===== src/rtl/sync_fifo.sv =====
// ============================================================================
// sync_fifo : single-clock first-word-fall-through FIFO with FULL/EMPTY flags
// Rev 1.0
// ============================================================================
`default_nettype none

module sync_fifo_mem #(
   parameter int DATA_WIDTH = 8,
   parameter int ADDR_WIDTH = 4
) (
   input  logic                  clk,
   input  logic                  we,
   input  logic [ADDR_WIDTH-1:0] waddr,
   input  logic [DATA_WIDTH-1:0] wdata,
   input  logic [ADDR_WIDTH-1:0] raddr,
   output logic [DATA_WIDTH-1:0] rdata
);
   localparam int DEPTH = 2 ** ADDR_WIDTH;

   logic [DATA_WIDTH-1:0] mem [DEPTH];

   // Storage is deliberately not reset; the pointers alone define validity.
   always_ff @(posedge clk) begin
      if (we) begin
         mem[waddr] <= wdata;
      end
   end

   assign rdata = mem[raddr];
endmodule

module sync_fifo #(
   parameter int DATA_WIDTH = 8,
   parameter int ADDR_WIDTH = 4
) (
   input  logic                  CLK,
   input  logic                  RST,
   input  logic                  W_INC,
   input  logic [DATA_WIDTH-1:0] WR_DATA,
   output logic                  FULL,
   input  logic                  R_INC,
   output logic [DATA_WIDTH-1:0] RD_DATA,
   output logic                  EMPTY
);
   localparam logic [ADDR_WIDTH:0] PTR_ONE = {{ADDR_WIDTH{1'b0}}, 1'b1};

   logic [ADDR_WIDTH:0]   wr_ptr;
   logic [ADDR_WIDTH:0]   rd_ptr;
   logic                  wr_en;
   logic                  rd_en;
   logic [DATA_WIDTH-1:0] mem_rdata;

   // Extra MSB distinguishes full from empty when the address bits match.
   assign EMPTY = (wr_ptr == rd_ptr);
   assign FULL  = (wr_ptr[ADDR_WIDTH] != rd_ptr[ADDR_WIDTH]) &&
                  (wr_ptr[ADDR_WIDTH-1:0] == rd_ptr[ADDR_WIDTH-1:0]);

   assign wr_en = W_INC && !FULL;
   assign rd_en = R_INC && !EMPTY;

   always_ff @(posedge CLK or negedge RST) begin
      if (!RST) begin
         wr_ptr <= '0;
         rd_ptr <= '0;
      end else begin
         if (wr_en) begin
            wr_ptr <= wr_ptr + PTR_ONE;
         end
         if (rd_en) begin
            rd_ptr <= rd_ptr + PTR_ONE;
         end
      end
   end

   sync_fifo_mem #(
      .DATA_WIDTH (DATA_WIDTH),
      .ADDR_WIDTH (ADDR_WIDTH)
   ) u_mem (
      .clk   (CLK),
      .we    (wr_en),
      .waddr (wr_ptr[ADDR_WIDTH-1:0]),
      .wdata (WR_DATA),
      .raddr (rd_ptr[ADDR_WIDTH-1:0]),
      .rdata (mem_rdata)
   );

   assign RD_DATA = EMPTY ? '0 : mem_rdata;
endmodule

`default_nettype wire


===== config.mk =====
export PLATFORM = sky130hd
export DESIGN_NAME = sync_fifo
export DESIGN_NICKNAME = d
export VERILOG_FILES = /design/src/rtl/sync_fifo.sv
export SDC_FILE = /design/constraint.sdc
export NUM_CORES = 1
export LEC_CHECK = 0
export BUFFER_PORTS_ARGS = -buffer_cell sky130_fd_sc_hd__buf_4
export CORE_MARGIN = 5
export CORE_UTILIZATION = 29
export CTS_BUF_LIST = sky130_fd_sc_hd__clkbuf_4
export CTS_CLUSTER_SIZE = 16
export DETAILED_ROUTE_END_ITERATION = 7
export GPL_ROUTABILITY_DRIVEN = 0
export PLACE_DENSITY = 0.54
export SLEW_MARGIN = 0
export SYNTH_ARGS = -nofsm -noshare
export SYNTH_HDL_FRONTEND = slang
export SYNTH_SLANG_ARGS = --single-unit

===== constraint.sdc =====
create_clock -name CLK -period 2.4 [get_ports CLK]
set_input_delay 0.48 -clock CLK [delete_from_list [all_inputs] [get_ports CLK]]
set_output_delay 0.48 -clock CLK [all_outputs]
set_load 0.1 [all_outputs]

==> results, run 1 <==
- The final sum of negative setup slack is -2.570 ns.
- The run finished, with violations left.
- The maximum number of pins on one net before global-route repair is 17.
- The number of nets in the final layout is approximately 340.
- The worst pin sits at a relative slew slack of 58.34%.
- The share of Yosys cell area claimed by the top area cell type is 68.96%.
- Across the run, the number of max-cap violations was 0.
- The signal arrival time at the worst endpoint is roughly 2.3 ns.
- In the synthesized netlist, the cells that appear most often are edfxtp_1 (128), mux4_2 (32), a22oi_1 (16).
- The flip-flop and latch count after synthesis is ~140.
- The kind of start point of the critical path is a flop.
- The via count of the first global-routing pass is slightly below 3000.
- The number of pins with negative max-slew slack in the final report is 0.
- The insertion delay of the later-clocked pin in the worst-skew pair is about 0.52 ns.
- The area enclosed by the die boundary is 22090 µm².
- The maximum clock insertion buffer count is 2.
- The floorplan has 50 rows.
- The detailed-router iteration count before antenna repair is 4.
- The count of final hold-check violations was 0.
- Setup repair after global routing could not meet its margin everywhere.
- Sequential elements use between 70% and 80% of the synthesized area.
- For the finished layout, the period the worst path requires is around 2.7 ns.
- The number of enable flip-flop cells after synthesis is ~130.
- The final antenna diode count is 0.
- After detailed routing, the average wire length per cell comes to approximately 20 µm.
- The fraction of registers with async set or reset after synthesis is 7.246%.
- Synthesis produced between 200 and 300 cells.
- The maximum frequency from static timing analysis is about 370 MHz.
- The area growth from synthesis to layout is 23.52%.
- STA classifies the critical path endpoint as an output port.
- The starting utilization of the core area is between 20% and 30%.
- The clock buffer count from CTS is 17.
- The worst setup path is of the reg -> out kind.
- The netlist area before placement is 5574 µm².
- The post-placement cell count is between 500 and 600.
- The layout has approximately 1800 filler cells.
- The capture endpoint of the worst hold path is u_mem.mem[3][7]$_DFFE_PP_.
- The die is roughly 150 µm tall.
- The final worst setup slack is -0.3286 ns.
- The maximum fanout along the worst path is 8.
- Summed over all instances, the cell type with the most area after synthesis is edfxtp_1.
- The number of antenna violations at the first check in global routing is 0.
- Summed over all layers, the global routing overflow is 0.
- Along the worst hold path, the cell count comes to 1.
- Clock tree synthesis selected as its root buffer the cell clkbuf_4.
- The worst register-to-register path ends at u_mem.mem[10][3]$_DFFE_PP_.
- The final reports fail on negative setup slack.
- Measured in cells, the most critical reg-to-reg path has a length of 8.
- In this run the register-to-register setup slack is ~0.12 ns.
- In this run the worst hold path is classified as in -> reg.
- Sorting the synthesized cells by area gives the leading types as edfxtp_1 (69%), mux4_2 (13%), dfrtp_1 (4.5%).
- The slew at the pin closest to its max-slew limit is 0.6204 ns.
- Global routing used roughly 11% of the available tracks.
- In this run the count of I/O pins placed on the die edge is 22.
- For the final database, setup skew stands at ~0.021 ns.
- The x dimension of the die is between 100 and 150 µm.
- The first-pass GRT wire length is between 15000 and 20000 µm.
- The total setup violations reported at the end of the flow is 10.
- The iteration-0 DRC count of the detailed router is around 150.
- Clock-pin slew was measured on the worst setup and hold paths at around 0.12 ns.
- CTS built an H-tree with a depth of 4.
- The share of final-layout standard cells stronger than drive strength 1 is between 40% and 50%.
- The CTS tree is done.
- In this run the tool buffered the top-level ports with 21 buffer cells.
- For this run, the leading register cell type out of synthesis is edfxtp_1.
- For this run, the number of Yosys warnings is 0.
- The number of unique standard cell types used by synthesis is 31.
- The number of nets handed over by synthesis was about 290.
- The launch instance of the worst min-delay path is WR_DATA[7].
- The detailed router placed around 2700 vias in this run.
- The core area is 18830 µm².
- The most common cell in the synthesized netlist is edfxtp_1.
- The final cell count without fillers is 595.
- In this run the remaining antenna-violating nets after routing total 0.
- The clock net in this run drives a total of approximately 140 sinks.
- The critical register-to-register path startpoint is rd_ptr[0]$_DFFE_PN0P_.
- In the finished design, the share of the clock period the worst path needs comes to 113.7%.
- For the worst setup path, the data required time is about 1.9 ns.
- The routed via count divided by cell count is between 4 and 5.
- The final HPWL from detailed placement is 7466 µm.
- The average instance in the mapped netlist occupies 20.80 µm².
- The routed wire length is approximately 12000 µm.
- After detailed routing, the number of remaining DRC violations is 0.
metal layers:
metal | vias to the layer above | track usage (%) | wire length [µm]
met5 | - | 0 | 0
met3 | 6 | 2.681 | 333
met4 | 0 | 3.187 | 79
met2 | 40 | 19.78 | 6408
li1 | 1218 | - | -
met1 | 1455 | 13.74 | 5078
through the flow:
stage | setup WS (ns) | hold WS, ns | instance area [µm²] | util [%]
2_1_floorplan | -0.1207 | 0.1844 | 5664 | -
3_3_place_gp | 0.09545 | 0.3277 | 6198 | 32.92
3_5_place_dp | 0.08082 | 0.3278 | 6198 | 32.92
4_1_cts | -0.4072 | 0.2038 | 6704 | 35.60
5_1_grt | -0.4512 | 0.1940 | 6885 | 36.56
6_report | -0.3286 | 0.2586 | 6885 | 36.56
logic make-up (layout without fill, tap and decap cells):
family,Yosys count,in the layout,synth area share (%)
flops,138,138,73.45
compound gates,32,32,4.108
xor+xnor,14,14,2.604
fa+ha+maj,5,5,1.122
buf+inv,17,84,2.020
simple gates,28,28,3.300
mux,34,34,13.40
timing repair:
item                                    4_1_cts  5_1_grt
pin swaps                                     4       12
hold buffers                                  1        0
resized for setup                            39       30
endpoints found under the setup margin       10       10
buffers inserted                              3        8
endpoints found under the hold margin        10        0
gates cloned                                  2        1
worst max-delay path by stage:
stage                           from    endpoint  slack, ns  cells past startpoint
3_5_place_dp   rd_ptr[0]$_DFFE_PN0P_  RD_DATA[2]       0.08                      5
6_report       rd_ptr[0]$_DFFE_PN0P_  RD_DATA[7]      -0.33                      6
3_3_place_gp   rd_ptr[0]$_DFFE_PN0P_  RD_DATA[2]        0.1                      5
2_1_floorplan  rd_ptr[1]$_DFFE_PN0P_  RD_DATA[0]      -0.12                      5
5_1_grt        rd_ptr[0]$_DFFE_PN0P_  RD_DATA[1]      -0.45                      6
4_1_cts        rd_ptr[0]$_DFFE_PN0P_  RD_DATA[3]      -0.41                      5
layout make-up:
type	count	area, µm²	share of cell area [%]
clock inverter	14	98.84	1.436
clock buffer	18	135.1	1.963
tap	260	325.3	4.725
sequential	138	4096	59.49
timing repair buffer	49	648.1	9.413
inverter	3	11.26	0.1635
multi-input combinational	113	1570	22.81
worst max-delay path, cell delays in order (launching register included):
cell and delay [ns]:
dfrtp_2 0.43, buf_12 0.14, buf_4 0.11, mux4_2 0.50, a22oi_2 0.27, a21oi_4 0.11
buf_12 0.18
registers in the layout, indices dropped and copies added, names as in the netlist:
name	flops
u_mem.mem	128
rd_ptr	5
wr_ptr	5
cell usage in the layout, fill, tap and decap left out, types with 8 or more instances in the layout:
cell,Yosys,routed
clkbuf_4,0,18
a22oi_2,0,16
buf_4,2,26
and3_2,0,10
mux4_2,32,32
xnor2_1,10,8
dfrtp_1,10,8
edfxtp_1,128,128
buf_12,0,15
Power of run 1 is not shown: default switching activity piles up to over one toggle a cycle in this logic, so the estimate is an artifact.
==> run 2, diff against run 1 <==
- clock period: 2.4 -> 3.5 ns (I/O delays scaled with it)
==> run 2 against run 1 <==
Compared with the run above: the flow now finishes without violations; sequential share of layout area increased by 5.4 points; global-route usage decreased by 0.78 points; via count decreased by 2.9%; core utilization decreased by 3.0 points; largest cell class unchanged.
==> results, run 2 (synthesis gave the netlist of run 1 again) <==
- The first-pass GRT wire length is 17080 µm (-5.6%).
- The number of cells upsized or downsized after cts is 0 (-100%).
- The sink count of the clock tree is 138 (unchanged).
- Setup repair after global routing left no endpoint under its margin.
- The met2 track demand over resource in global routing is 15.73% (-4.0 points).
- The share of final-layout standard cells stronger than drive strength 1 is 31.63% (-16 points).
- The total setup violations reported at the end of the flow is 0 (-10).
- The worst setup skew after layout is 0.01826 ns (-0.002752 ns).
- The number of antenna violations at the first check in global routing is 1 (+1).
- The maximum level of the CTS H-tree came to 4 (unchanged).
- The number of post-CTS setup repair buffers is 0 (-3).
- The vias after detailed routing came to 2640 (-2.9%).
- The global routing usage on met1 is 14.58% (+0.84 points).
- The buffer and inverter count on the worst path is 2 (-1).
- The number of maximum-capacitance violations is 0 (unchanged).
- The hold buffer count at CTS is 1 (unchanged).
- The tree is rooted in a clkbuf_4.
- The layout overhead on the synthesized area is 13.29%.
- The starting utilization of the core area came to 29.60% (unchanged).
- The number of flip-flops under the largest register name is 128 (unchanged).
- The count of port buffers added during placement is 21 (unchanged).
- The number of inserted filler cells in the final layout is 1807 (+2.8%).
- The maximum clock insertion buffer count is 2 (unchanged).
- The routed wire length is 10850 µm (-8.8%).
- The maximum number of pins on one net before global-route repair is 36 (+19).
- The top register by number of flip-flops is u_mem.mem.
- The final sum of negative setup slack is 0 ns (+2.570 ns).
- The final HPWL from detailed placement is 7053 µm (-5.5%).
- The post-detailed-route wirelength per cell came to 18.91 µm (-5.5%).
- The count of pins on the block boundary is 22 (unchanged).
- The number of pins with negative max-slew slack in the final report was 0 (unchanged).
- The peak per-stage delay on the critical path is 0.54 ns (+0.04 ns).
- The all-layer global routing usage is 10.44% (-0.78 points).
- The count of final hold-check violations is 0 (unchanged).
- The maximum fanout along the worst path is 32 (+24).
- The endpoint required time on the critical path is 2.80 ns (+0.88 ns).
- The routed via count divided by cell count was 4.599 (+0.65%).
- The kind of start point of the critical path is a flop.
- The global-route met3 utilization was 2.712% (+0.030 points).
- The clock buffer count from CTS is 17 (unchanged).
- In this run the worst hold path is classified as in -> reg.
- The core area came to 18830 µm² (unchanged).
- The layer carrying the most global-route usage is met2.
- The total DRC errors in the routed layout is 0 (unchanged).
- The critical path's slowest cell is mux4_2.
- Leaving out fill and tap cells, the most frequent cells in the layout are edfxtp_1 (128), mux4_2 (32), buf_4 (25).
- The post-route minimum period is around 3.2 ns.
- The overflow left after global routing is 0 (unchanged).
- The largest registers in the layout are u_mem.mem: 128 flops, rd_ptr: 5 flops, wr_ptr: 5 flops.
- The area enclosed by the die boundary came to 22090 µm² (unchanged).
- The slew at the pin closest to its max-slew limit is 0.8674 ns (+0.2470 ns).
- The worst setup path is captured at an output port.
- The count of antenna-violating nets left after detailed routing is 0 (unchanged).
- The critical path's top delay family is buffers and inverters.
- The critical setup path kind is reg -> out.
- The clock-pin slew on the worst setup and hold paths is 0.12 ns (about the same).
- The signal arrival time at the worst endpoint is 2.49 ns (+0.24 ns).
- The run finished with clean final reports.
- The number of nets in the final layout is 317 (-6.5%).
- The detailed-router iteration count before antenna repair is 4 (unchanged).
- The signal on the critical path passes through buf_12 > mux4_2 > a22oi_1 > a21oi_1 > buf_4.
- The via count of the first global-routing pass is 2870 (-0.93%).
- The iteration-0 DRC count of the detailed router is 219 (+45%).
- The final clock period utilization by the worst path is 91.14%.
- The height of the die is 148.6 µm (unchanged).
- The library cell used most frequently in the layout, excluding fill and tap cells, is edfxtp_1.
- Timing would allow up to about 310 MHz.
- The insertion delay of the later-clocked pin in the worst-skew pair is 0.54 ns (+0.02 ns).
- The cell row count came to 50 (unchanged).
- The worst slew slack as a fraction of its limit came to 42.06% (-16 points).
- TritonCTS built the clock tree.
- The x dimension of the die came to 148.6 µm (unchanged).
-- run 2: path summary, 6_finish.rpt --
path,endpoint,slack (ns),from,cells past startpoint
max in group asynchronous,rd_ptr[0]$_DFFE_PN0P_,2.82,RST,2
min in group asynchronous,wr_ptr[0]$_DFFE_PN0P_,0.52,RST,2
hold / removal,u_mem.mem[2][3]$_DFFE_PP_,0.47,WR_DATA[3],1
setup / recovery,RD_DATA[7],0.31,rd_ptr[0]$_DFFE_PN0P_,5
hold reg to reg,rd_ptr[4]$_DFFE_PN0P_,0.55,rd_ptr[4]$_DFFE_PN0P_,1
setup reg to reg,u_mem.mem[7][4]$_DFFE_PP_,1.27,rd_ptr[4]$_DFFE_PN0P_,3
-- run 2: layer usage --
| layer | vias to the layer above | share of wire, % |
|---|---|---|
| met3 | 6 | 4.7 |
| li1 | 1178 | - |
| met5 | - | 0 |
| met1 | 1393 | 47 |
| met4 | 0 | 0.88 |
| met2 | 63 | 47 |
-- run 2: metrics by stage --
| step | util, % | setup WS (ns) | std cells | hold slack [ns] | cell area (µm²) |
|---|---|---|---|---|---|
| finish | 33.53 | 0.3102 | 574 | 0.4660 | 6315 |
| global route | 33.53 | 0.1368 | 574 | 0.4295 | 6315 |
| CTS | 33.52 | 0.2262 | 573 | 0.4289 | 6312 |
| detailed placement | 31.90 | 0.8326 | 540 | 0.5348 | 6007 |
| global placement | 31.90 | 0.8395 | 540 | 0.5243 | 6007 |
| floorplan | - | 0.1051 | 268 | 0.4044 | 5574 |
-- run 2: area by class of cell --
class                      count  area [µm²]  area share (%)
sequential                   138        4095           64.85
multi-input combinational    113        1368           21.66
tap                          260       325.3           5.152
timing repair buffer          27       217.7           3.448
clock inverter                15       167.7           2.655
clock buffer                  17       127.6           2.021
inverter                       3       11.26          0.1783
antenna                        1       2.502         0.03963
Power of run 2 is left out for the same reason.
==> run 3, diff against run 2 <==
- REMOVE_ABC_BUFFERS: default -> 1
==> run 3 against run 2 <==
Compared with the run above: register-to-register slack got worse by 0.11 ns; worst setup slack got worse by 0.070 ns; global-route usage increased by 0.57 points; clock skew increased by 0.0042 ns; critical path depth unchanged; critical endpoint is now RD_DATA[1]; cell count unchanged.
==> results, run 3 (synthesis gave the netlist of run 1 again) <==
- The total DRC errors in the routed layout is 0 (unchanged).
- Setup repair after global routing left no endpoint under its margin.
- The number of antenna violations at the first check in global routing is 0 (-1).
- The height of the die was 148.6 µm (unchanged).
- The final clock period utilization by the worst path is 93.15% (+2.0 points).
- The routed wire length is 11420 µm (+5.2%).
- The insertion delay of the later-clocked pin in the worst-skew pair is 0.55 ns (about the same).
- The post-detailed-route wirelength per cell is 19.89 µm (+5.2%).
- The maximum clock insertion buffer count is 2 (unchanged).
- The clock-pin slew on the worst setup and hold paths came to 0.12 ns (about the same).
- The final cell count without fillers is 574 (unchanged).
- The number of maximum-capacitance violations is 0 (unchanged).
- The tree is rooted in a clkbuf_4.
- The path class of the tightest hold or removal check is in -> reg.
- The maximum number of pins on one net before global-route repair is 23 (-36%).
- The worst slew slack as a fraction of its limit is 35.51% (-6.5 points).
- The layout overhead on the synthesized area is 13.13%.
- The sink count of the clock tree is 138 (unchanged).
- The number of pins with negative max-slew slack in the final report is 0 (unchanged).
- The category of the worst setup path capture point is an output port.
- The iteration-0 DRC count of the detailed router is 260 (+19%).
- The top register by number of flip-flops is u_mem.mem.
- The number of post-CTS setup repair buffers was 0 (unchanged).
- The total setup violations reported at the end of the flow is 0 (unchanged).
- The starting utilization of the core area is 29.60% (unchanged).
- The maximum frequency from static timing analysis was 306.7 MHz (-2.2%).
- The detailed-router iteration count before antenna repair is 5 (+1).
- The count of pins on the block boundary was 22 (unchanged).
- The vias after detailed routing came to 2672 (+1.2%).
- The area enclosed by the die boundary is 22090 µm² (unchanged).
- The final HPWL from detailed placement is 7378 µm (+4.6%).
- The routed via count divided by cell count came to 4.655 (+1.2%).
- The post-placement cell count was 542 (+0.37%).
- The number of flip-flops under the largest register name is 128 (unchanged).
- The via count of the first global-routing pass is 2823 (-1.6%).
- The first-pass GRT wire length is 17620 µm (+3.1%).
- The endpoint required time on the critical path is 2.80 ns (about the same).
- The run finished with clean final reports.
- The worst setup skew after layout is 0.02245 ns (+0.004191 ns).
- The share of final-layout standard cells stronger than drive strength 1 is 31.53% (-0.10 points).
- The cell row count is 50 (unchanged).
- The count of port buffers added during placement was 21 (unchanged).
- The count of antenna-violating nets left after detailed routing was 0 (unchanged).
- The slew at the pin closest to its max-slew limit is 0.9653 ns (+0.09794 ns).
- The final sum of negative setup slack is 0 ns (unchanged).
- The maximum fanout along the worst path came to 22 (-31%).
- The post-route minimum period came to 3.260 ns (+0.07046 ns).
- The core area came to 18830 µm² (unchanged).
- The clock buffer count from CTS is 17 (unchanged).
- The final antenna diode count is 0 (-1).
- The maximum level of the CTS H-tree is 4 (unchanged).
- The overflow left after global routing is 0 (unchanged).
- The all-layer global routing usage is 11.01% (+0.57 points).
- In the final layout, the registers with the most flip-flops are u_mem.mem: 128 flops, rd_ptr: 5 flops, wr_ptr: 5 flops.
- TritonCTS built the clock tree.
- The number of nets in the final layout is 319 (+0.63%).
- The signal arrival time at the worst endpoint is 2.56 ns (+0.07 ns).
- The critical setup path kind is reg -> out.
- The count of final hold-check violations is 0 (unchanged).
- The library cells used most frequently in the layout, excluding fill and tap cells, are edfxtp_1 (128), mux4_2 (32), buf_4 (28).
- The number of inserted filler cells in the final layout is 1793 (-0.77%).
- The worst setup path is launched from a flop.
- The end-of-flow core utilization is 33.49% (-0.046 points).
- The x dimension of the die is 148.6 µm (unchanged).
- The most frequent standard cell in the layout excluding fill and tap cells is edfxtp_1.
-- run 3: cell count changes in the layout (fill, tap and decap cells not counted) --
cell and change:
inv_6 -1, diode_2 -1, buf_12 -1, clkinv_1 +1
clkinv_4 -1, clkinv_2 +4, clkbuf_4 +1, inv_8 -2
buf_4 +3, clkinvlp_4 -4, bufinv_16 +1
-- run 3: layer usage --
layer	track usage, %	share of wire, %	routed length [µm]
met1	15.99	49	5602
met2	15.44	45	5111
met3	3.809	5.3	602
met4	3.603	0.89	102
met5	0	0	0
-- run 3: path summary, 6_finish.rpt --
check | start | to | slack, ns | cells after the start
max in group asynchronous | RST | rd_ptr[0]$_DFFE_PN0P_ | 2.82 | 2
min | WR_DATA[2] | u_mem.mem[6][2]$_DFFE_PP_ | 0.45 | 1
max | rd_ptr[0]$_DFFE_PN0P_ | RD_DATA[1] | 0.24 | 5
min in group asynchronous | RST | wr_ptr[3]$_DFFE_PN0P_ | 0.51 | 2
min reg2reg | wr_ptr[4]$_DFFE_PN0P_ | wr_ptr[4]$_DFFE_PN0P_ | 0.54 | 1
max reg2reg | rd_ptr[0]$_DFFE_PN0P_ | u_mem.mem[7][7]$_DFFE_PP_ | 1.16 | 5
-- run 3: area by class of cell --
cell class,count,area (µm²),share of cell area (%)
clock buffers,18,135.1,2.143
inverters,3,11.26,0.1786
well taps,260,325.3,5.159
flip-flops and latches,138,4095,64.94
repair buffers,29,220.2,3.492
clock inverters,13,151.4,2.401
multi-input cells,113,1368,21.69
-- run 3: repair_timing --
| action | in CTS | in global routing |
|---|---|---|
| hold buffers | 1 | 0 |
| resized for setup | 0 | 0 |
| endpoints found under the hold margin | 10 | 0 |
-- run 3: per-stage QoR --
| step | setup slack (ns) | hold slack, ns | cell area, µm² |
|---|---|---|---|
| floorplan | -0.9410 | 0.4044 | 5473 |
| global placement | 0.7878 | 0.5233 | 6010 |
| detailed placement | 0.7854 | 0.5266 | 6010 |
| CTS | 0.1668 | 0.4121 | 6306 |
| global route | 0.01262 | 0.4002 | 6306 |
| finish | 0.2397 | 0.4523 | 6306 |
-- run 3: worst max-delay path, cell delays in order (launching register included) --
cell and delay, ns:
dfrtp_2 0.38, buf_4 0.41, mux4_2 0.56, a22oi_1 0.27
a21oi_1 0.12, buf_4 0.26
Power of run 3 is left out for the same reason.
